File: src/rtl/hdmi_ctrl_pkg.sv
// Shared types and constants for the HDMI output control path.
package hdmi_ctrl_pkg;

    typedef enum logic [2:0] {
        ST_LOCK    = 3'd0,
        ST_TXRST   = 3'd1,
        ST_WAIT_VS = 3'd2,
        ST_RUN     = 3'd3,
        ST_ARM     = 3'd4,
        ST_BLANK   = 3'd5
    } state_e;

    localparam int unsigned SRC_COLORBAR = 0;
    localparam int unsigned SRC_SOBEL    = 1;

    localparam logic [23:0] BLANK_RGB = 24'h000000;

    // Width of a counter that must hold values 0..maxval (never narrower than 1).
    function automatic int unsigned cnt_width(input int unsigned maxval);
        return (maxval <= 1) ? 1 : $clog2(maxval + 1);
    endfunction

endpackage

File: src/rtl/lock_qualify.sv
// Synchronizes the MMCM lock and qualifies it after LOCK_CYCLES consecutive high cycles.
module lock_qualify
    import hdmi_ctrl_pkg::*;
#(
    parameter int unsigned LOCK_CYCLES = 1024
) (
    input  logic clk,
    input  logic reset,
    input  logic lock_async,
    output logic lock_sync,
    output logic lock_ok
);

    localparam int unsigned CW = cnt_width(LOCK_CYCLES);
    localparam logic [CW-1:0] CNT_MAX = CW'(LOCK_CYCLES);

    logic          meta_q;
    logic          sync_q;
    logic [CW-1:0] cnt_q;
    logic [CW-1:0] cnt_d;

    // Saturating run-length of synced-lock high cycles; any low cycle clears it.
    always_comb begin
        cnt_d = '0;
        if (sync_q) begin
            cnt_d = (cnt_q == CNT_MAX) ? cnt_q : cnt_q + CW'(1);
        end
    end

    always_ff @(posedge clk) begin
        if (reset) begin
            meta_q <= 1'b0;
            sync_q <= 1'b0;
            cnt_q  <= '0;
        end else begin
            meta_q <= lock_async;
            sync_q <= meta_q;
            cnt_q  <= cnt_d;
        end
    end

    assign lock_sync = sync_q;
    assign lock_ok   = (cnt_q == CNT_MAX);

endmodule

File: src/rtl/hdmi_src_sched.sv
// Start-up sequencer and frame-synchronous pixel-source scheduler for the HDMI path.
module hdmi_src_sched
    import hdmi_ctrl_pkg::*;
#(
    parameter int unsigned NUM_SRC       = 2,
    parameter int unsigned SRC_W         = 1,
    parameter int unsigned DEFAULT_SRC   = 0,
    parameter int unsigned LOCK_CYCLES   = 1024,
    parameter int unsigned TX_RST_CYCLES = 16,
    parameter int unsigned BLANK_FRAMES  = 1
) (
    input  logic             pixel_clk,
    input  logic             reset,
    input  logic             clk_locked,
    input  logic             frame_start,
    input  logic             src_req,
    input  logic [SRC_W-1:0] src_req_id,
    output logic             src_req_ack,
    output logic             src_req_err,
    output logic             busy,
    output logic             tx_rst_n,
    output logic             video_en,
    output logic             blank,
    output logic [SRC_W-1:0] src_sel,
    output logic [15:0]      frame_cnt,
    output logic [2:0]       state
);

    localparam int unsigned TW = cnt_width(TX_RST_CYCLES);
    localparam int unsigned BW = cnt_width(BLANK_FRAMES);
    localparam logic [TW-1:0] TXC_LAST = TW'(TX_RST_CYCLES - 1);
    localparam logic [BW-1:0] BC_LAST  = BW'(BLANK_FRAMES - 1);

    logic lock_sync;
    logic lock_ok;
    logic lost;

    state_e           st_q, st_d;
    logic [TW-1:0]    txc_q, txc_d;
    logic [BW-1:0]    bc_q, bc_d;
    logic [SRC_W-1:0] pend_q, pend_d;
    logic [SRC_W-1:0] sel_q, sel_d;
    logic             txn_q, txn_d;
    logic             ven_q, ven_d;
    logic             blank_q, blank_d;
    logic             busy_q, busy_d;
    logic             ack_q, ack_d;
    logic             err_q, err_d;
    logic [15:0]      fcnt_q, fcnt_d;

    lock_qualify #(
        .LOCK_CYCLES (LOCK_CYCLES)
    ) u_lock_qualify (
        .clk        (pixel_clk),
        .reset      (reset),
        .lock_async (clk_locked),
        .lock_sync  (lock_sync),
        .lock_ok    (lock_ok)
    );

    always_comb begin
        st_d    = st_q;
        txc_d   = txc_q;
        bc_d    = bc_q;
        pend_d  = pend_q;
        sel_d   = sel_q;
        txn_d   = txn_q;
        ven_d   = ven_q;
        blank_d = blank_q;
        ack_d   = 1'b0;
        err_d   = 1'b0;
        fcnt_d  = fcnt_q;
        lost    = (st_q != ST_LOCK) && !lock_sync;

        if (frame_start && ven_q && !lost) begin
            fcnt_d = fcnt_q + 16'd1;
        end

        // Lock loss overrides everything; the selected source survives, the pending one does not.
        if (lost) begin
            st_d    = ST_LOCK;
            txn_d   = 1'b0;
            ven_d   = 1'b0;
            blank_d = 1'b1;
            pend_d  = '0;
        end else begin
            case (st_q)
                ST_LOCK: begin
                    if (lock_ok) begin
                        st_d  = ST_TXRST;
                        txc_d = '0;
                    end
                end
                ST_TXRST: begin
                    if (txc_q == TXC_LAST) begin
                        txn_d = 1'b1;
                        st_d  = ST_WAIT_VS;
                    end else begin
                        txc_d = txc_q + TW'(1);
                    end
                end
                ST_WAIT_VS: begin
                    if (frame_start) begin
                        ven_d   = 1'b1;
                        blank_d = 1'b0;
                        st_d    = ST_RUN;
                    end
                end
                ST_RUN: begin
                    if (src_req) begin
                        if (32'(src_req_id) >= NUM_SRC) begin
                            err_d = 1'b1;
                        end else begin
                            ack_d = 1'b1;
                            if (src_req_id != sel_q) begin
                                pend_d = src_req_id;
                                st_d   = ST_ARM;
                            end
                        end
                    end
                end
                ST_ARM: begin
                    if (frame_start) begin
                        blank_d = 1'b1;
                        bc_d    = '0;
                        st_d    = ST_BLANK;
                    end
                end
                ST_BLANK: begin
                    if (frame_start) begin
                        if (bc_q == BC_LAST) begin
                            sel_d   = pend_q;
                            blank_d = 1'b0;
                            st_d    = ST_RUN;
                        end else begin
                            bc_d = bc_q + BW'(1);
                        end
                    end
                end
                default: st_d = ST_LOCK;
            endcase
        end

        busy_d = (st_d != ST_RUN);
    end

    always_ff @(posedge pixel_clk) begin
        if (reset) begin
            st_q    <= ST_LOCK;
            txc_q   <= '0;
            bc_q    <= '0;
            pend_q  <= '0;
            sel_q   <= SRC_W'(DEFAULT_SRC);
            txn_q   <= 1'b0;
            ven_q   <= 1'b0;
            blank_q <= 1'b1;
            busy_q  <= 1'b1;
            ack_q   <= 1'b0;
            err_q   <= 1'b0;
            fcnt_q  <= '0;
        end else begin
            st_q    <= st_d;
            txc_q   <= txc_d;
            bc_q    <= bc_d;
            pend_q  <= pend_d;
            sel_q   <= sel_d;
            txn_q   <= txn_d;
            ven_q   <= ven_d;
            blank_q <= blank_d;
            busy_q  <= busy_d;
            ack_q   <= ack_d;
            err_q   <= err_d;
            fcnt_q  <= fcnt_d;
        end
    end

    assign src_req_ack = ack_q;
    assign src_req_err = err_q;
    assign busy        = busy_q;
    assign tx_rst_n    = txn_q;
    assign video_en    = ven_q;
    assign blank       = blank_q;
    assign src_sel     = sel_q;
    assign frame_cnt   = fcnt_q;
    assign state       = st_q;

endmodule

File: config.mk
export PLATFORM = sky130hd
export DESIGN_NAME = hdmi_src_sched
export DESIGN_NICKNAME = d
export VERILOG_FILES = /design/src/rtl/hdmi_ctrl_pkg.sv /design/src/rtl/lock_qualify.sv /design/src/rtl/hdmi_src_sched.sv
export SDC_FILE = /design/constraint.sdc
export NUM_CORES = 1
export LEC_CHECK = 0
export BUFFER_PORTS_ARGS = -buffer_cell sky130_fd_sc_hd__buf_2
export CAP_MARGIN = 0
export CORE_ASPECT_RATIO = 1.1
export CORE_MARGIN = 1
export CORE_UTILIZATION = 60
export CTS_CLUSTER_SIZE = 28
export DETAILED_ROUTE_END_ITERATION = 7
export PLACE_DENSITY = 0.9
export SLEW_MARGIN = 5
export SYNTH_ARGS = -nofsm -noshare
export SYNTH_HDL_FRONTEND = slang
export SYNTH_SLANG_ARGS = --single-unit
File: constraint.sdc
create_clock -name pixel_clk -period 5.8 [get_ports pixel_clk]
set_clock_uncertainty 0.15 [all_clocks]
set_input_delay 0.87 -clock pixel_clk [delete_from_list [all_inputs] [get_ports pixel_clk]]
set_output_delay 0.87 -clock pixel_clk [all_outputs]
set_load 0.05 [all_outputs]
* After elaboration in Yosys (flattened, before gate mapping)
Cells that the tools add are included.
** Cells by class
- Add/sub/neg operators :: 4
- Eq/ne operators :: 15
- Mux-type cells :: 22
- Bitwise operators :: 4
- Reductions and logical operators :: 20
** Operators with widths (number)
- two-way mux 3 bit :: 9
- one-hot mux 3 bit (6 select lines) :: 1
- adder 16 x 1 -> 16 bit (second input constant) :: 1
- != test 2 bit (second input constant) :: 6
- AND reduction 4 bit :: 3
- adder 11 x 1 -> 11 bit (second input constant) :: 1
- equality test 11 bit (second input constant) :: 1
- two-way mux 5 bit :: 2
- one-hot mux 5 bit (2 select lines) :: 1
- two-way mux 1 bit :: 7
- equality test 3 x 2 -> 1 bit (second input constant) :: 2
- equality test 3 bit (second input constant) :: 2
- nonzero test 3 bit :: 2
- adder 5 x 1 -> 5 bit (second input constant) :: 1
- equality test 5 x 4 -> 1 bit (second input constant) :: 1
- AND reduction 5 bit :: 1
- inverter 1 bit :: 4
- AND reduction 2 bit :: 2
- nonzero test 2 bit :: 2
- OR reduction 2 bit :: 2
- equality test 3 x 1 -> 1 bit (second input constant) :: 1
- logical AND 1 bit :: 3
- logical NOT 3 bit :: 1
- != test 3 x 2 -> 1 bit (second input constant) :: 1
- 7 further kinds :: 8
** Storage, ports and cells
- Bits in registers :: 45
- Output and inout port bits :: 26

* Depth between registers and ports, before layout
- Depth after elaboration :: 6
- Mapped depth :: 7

* Cells and area by module
Synthesis repeated with hierarchy kept, for this count alone.
** Second synthesis, totals
- Cell total of the unflattened synthesis :: 236
- Area total of the unflattened synthesis :: 2113.3 um2
** By module, submodules not included
- hdmi_src_sched :: instances 1, cells each 171, area an instance 1501.4 um2, sequential area each 620.6 um2
- lock_qualify :: instances 1, cells each 65, area an instance 611.8 um2, sequential area each 260.2 um2

* Worst setup path before layout
No wires, ideal clock.
- Path kind :: input -> register
- Start :: in frame_start
- End :: reg fcnt_q[14] (netlist: frame_cnt[14])
- Arrival :: 1.931 ns
- Required time :: 5.579 ns
- Path slack :: 3.648 ns
- Stages on the path :: 5
- Path buffers :: 1
- Path through :: buf_6 -> and4_1 -> o21ai_2 -> or4_1 -> a21oi_1
** On the way
- Cells in the longest elaborated chain, start to end :: 2
** Ends and longest elaborated chain
- from (decl) :: RTL line hdmi_src_sched.sv:15 : input logic frame_start,
- logical AND 1 bit (2 in a row) :: RTL line hdmi_src_sched.sv:75 : if (frame_start && ven_q && !lost) begin
- to (signal assigned) :: RTL line hdmi_src_sched.sv:173 : fcnt_q <= fcnt_d;
- to (decl) :: RTL line hdmi_src_sched.sv:49 : logic [15:0] fcnt_q, fcnt_d;
Every way passes these cells.
A chain may end at the register's enable or synchronous reset.

* Final worst setup path
- Start :: reg st_q[0] (netlist: state[0])
- End :: out state[0]
** RTL lines
- from (decl) :: RTL line hdmi_src_sched.sv:38 : state_e st_q, st_d;
- from (signal assigned) :: RTL line hdmi_src_sched.sv:162 : st_q <= st_d;
- to (decl) :: RTL line hdmi_src_sched.sv:26 : output logic [2:0] state
No word-level cell between the ends.

==> out/results.ini <==
[outcome]
status=complete, no violations

[global_route]
antenna_found_initial=0
grt_first_pass_wirelength_mm=7.25
track_usage=0.240
gr-total-overflow=0
grt_max_degree=31
grt_pass1_vias=1728

[cts]
cts_max_path_buffers=2
cts-root-buf=clkbuf_4
post-cts-setup-buffers=0
tritoncts=yes
htree_levels=2
clk_latency_ps=350
numCtsBuffers=5
hold_buffers=0
cts_num_sinks=44
cts_resized=0
clkTransAtPathRegs_ps=120

[floorplan]
rows=22
core-area_um2=3410
start_util=0.638
die_x_um=59.5
io_pins=32
die_h_um=65.2
design.die.area_um2=3880

[power_and_ir_drop]
power.density_nw_per_um2=193
power_mw=0.452
ir_drop_mv=0.117
p_leak_nw=0.883

[placed_design]
dp_hpwl_mm=3.02
place.gp.congestion=0.803
port_buffers=30

[worst_setup_path]
required_ps=4780
worst-path-buf-inv=1
critPathLaunchType=flop
worstPathCellList=buf_2
crit_slowest_cell=dfxtp_1
critPathKind=reg2out
cp_max_fo=13
max_stage_delay_ps=660
setup.worst_path.end_class=primary output
path_delay_family=flip-flops
cp.arrival_ps=1370

[layout]
final_common_cell=dfxtp_1
seq_area_um2=881
area_delta_synth_final_pct=7.75
num-nets-final=282
layout_common_cells=44 x dfxtp_1, 30 x buf_2, 22 x nor2_1, 18 x a21oi_1, 16 x nand2_1
multiInputGateArea_um2=1180
n_antenna_cell=0
filler_cell_count=311
drive_gt1_frac=0.177

[synth]
mappedNetlistArea_um2=2180
ys_types=50
ys_seq_elements=44
syn_nets=258
synth_edf_count=0
postSynthCellCount=247
synth-seq-area-share=0.404
synthArstFlopShare=0
postSynthAreaPerCell_um2=8.82
synth_warnings=0
synth-main-ff-cell=dfxtp_1

[min_path]
hold_path.class=reg2reg

[routing]
drc=0
via_per_inst=5.82
wirelength_mm=4.22
drtAntennaViolNets=0
drt_iter0_drc=117
drt_pass1_iterations=4
via_count=1855
routedWlPerCell_um=13.2

[sta]
fmax_mhz=419
rsz0062_at_grt=false
finalCritPeriodShare=0.412
drv_slew=0
slew_headroom=0.651
finalHoldViolCount=0
fin_crit_ps=2390
setup_viol=0
setup_tns_ps=0
worst_slew_pin_slew_ps=516

[job]
drv_cap=0

-- worst register-to-register path, stage by stage, from the launching register on --
cell,delay (ps)
dfxtp_1,490
nor3_4,460
nand4_1,450
a21boi_0,340
mux2i_1,210
-- cell usage after synthesis (5+ instances only) --
cell type,n,share of area
dfxtp_1,44,0.40
nor2_1,22,0.038
a21oi_1,18,0.041
nand2_1,16,0.028
nand3_1,12,0.028
xor2_1,11,0.044
o21ai_0,10,0.023
inv_1,7,0.012
or4_1,7,0.024
clkbuf_1,6,0.010
o31ai_1,6,0.021
ha_1,5,0.029
nand4_1,5,0.014
-- per-layer routing --
layer | vias to the layer above | track usage | part of all wire
met3 | 5 | 0.0591 | 0.032
met2 | 29 | 0.417 | 0.50
met4 | 0 | 0.0685 | 0.0099
met5 | - | 0 | 0
li1 | 935 | - | -
met1 | 886 | 0.286 | 0.46
-- area by class of cell --
| cell class | instances | area share |
|---|---|---|
| repair buffers | 30 | 0.0640 |
| inverters | 7 | 0.0112 |
| multi-input cells | 183 | 0.504 |
| clock buffers | 6 | 0.0176 |
| well taps | 48 | 0.0256 |
| clock inverters | 1 | 0.00213 |
| flip-flops and latches | 44 | 0.375 |
-- per-stage QoR --
step / area, um^2 / hold slack [ps] / instances / worst slack (ps) / utilization
after floorplan: 2180 / 264 / 247 / 3650 / -
after global placement: 2300 / 274 / 312 / 3520 / 0.674
after detailed placement: 2300 / 309 / 312 / 3480 / 0.674
after CTS: 2350 / 338 / 319 / 3420 / 0.688
after global routing: 2350 / 354 / 319 / 3350 / 0.688
final: 2350 / 338 / 319 / 3410 / 0.688
-- logic make-up after synthesis --
family | share of synthesized area
simple gates | 0.261
mux | 0.0236
other cells | 0.00172
xor+xnor | 0.0603
fa+ha+maj | 0.0287
buf+inv | 0.0523
flops | 0.404
compound gates | 0.168
-- final timing paths --
path                         start                     to  slack [ps]  cells after the start
max            state[0]$_SDFF_PP0_               state[0]        3410                      1
min          txc_q[4]$_SDFFE_PP0P_  txc_q[4]$_SDFFE_PP0P_         340                      2
min reg2reg  txc_q[4]$_SDFFE_PP0P_  txc_q[4]$_SDFFE_PP0P_         340                      2
max reg2reg    state[0]$_SDFF_PP0_  txc_q[2]$_SDFFE_PP0P_        3630                      4
-- registers in the layout (all words and copies together) (netlist names), 3 cells and up --
register              flops
frame_cnt                16
u_lock_qualify.cnt_q     11
state                     3
txc_q                     5
-- power by group --
| group | internal, mW | switching [mW] | total (mW) |
|---|---|---|---|
| sequential | 0.303 | 0.00144 | 0.304 |
| clock | 0.0448 | 0.0910 | 0.136 |
| combinational | 0.00387 | 0.00841 | 0.0123 |
| total | 0.352 | 0.101 | 0.452 |
Note: power is estimated with default switching activity, not from simulation.
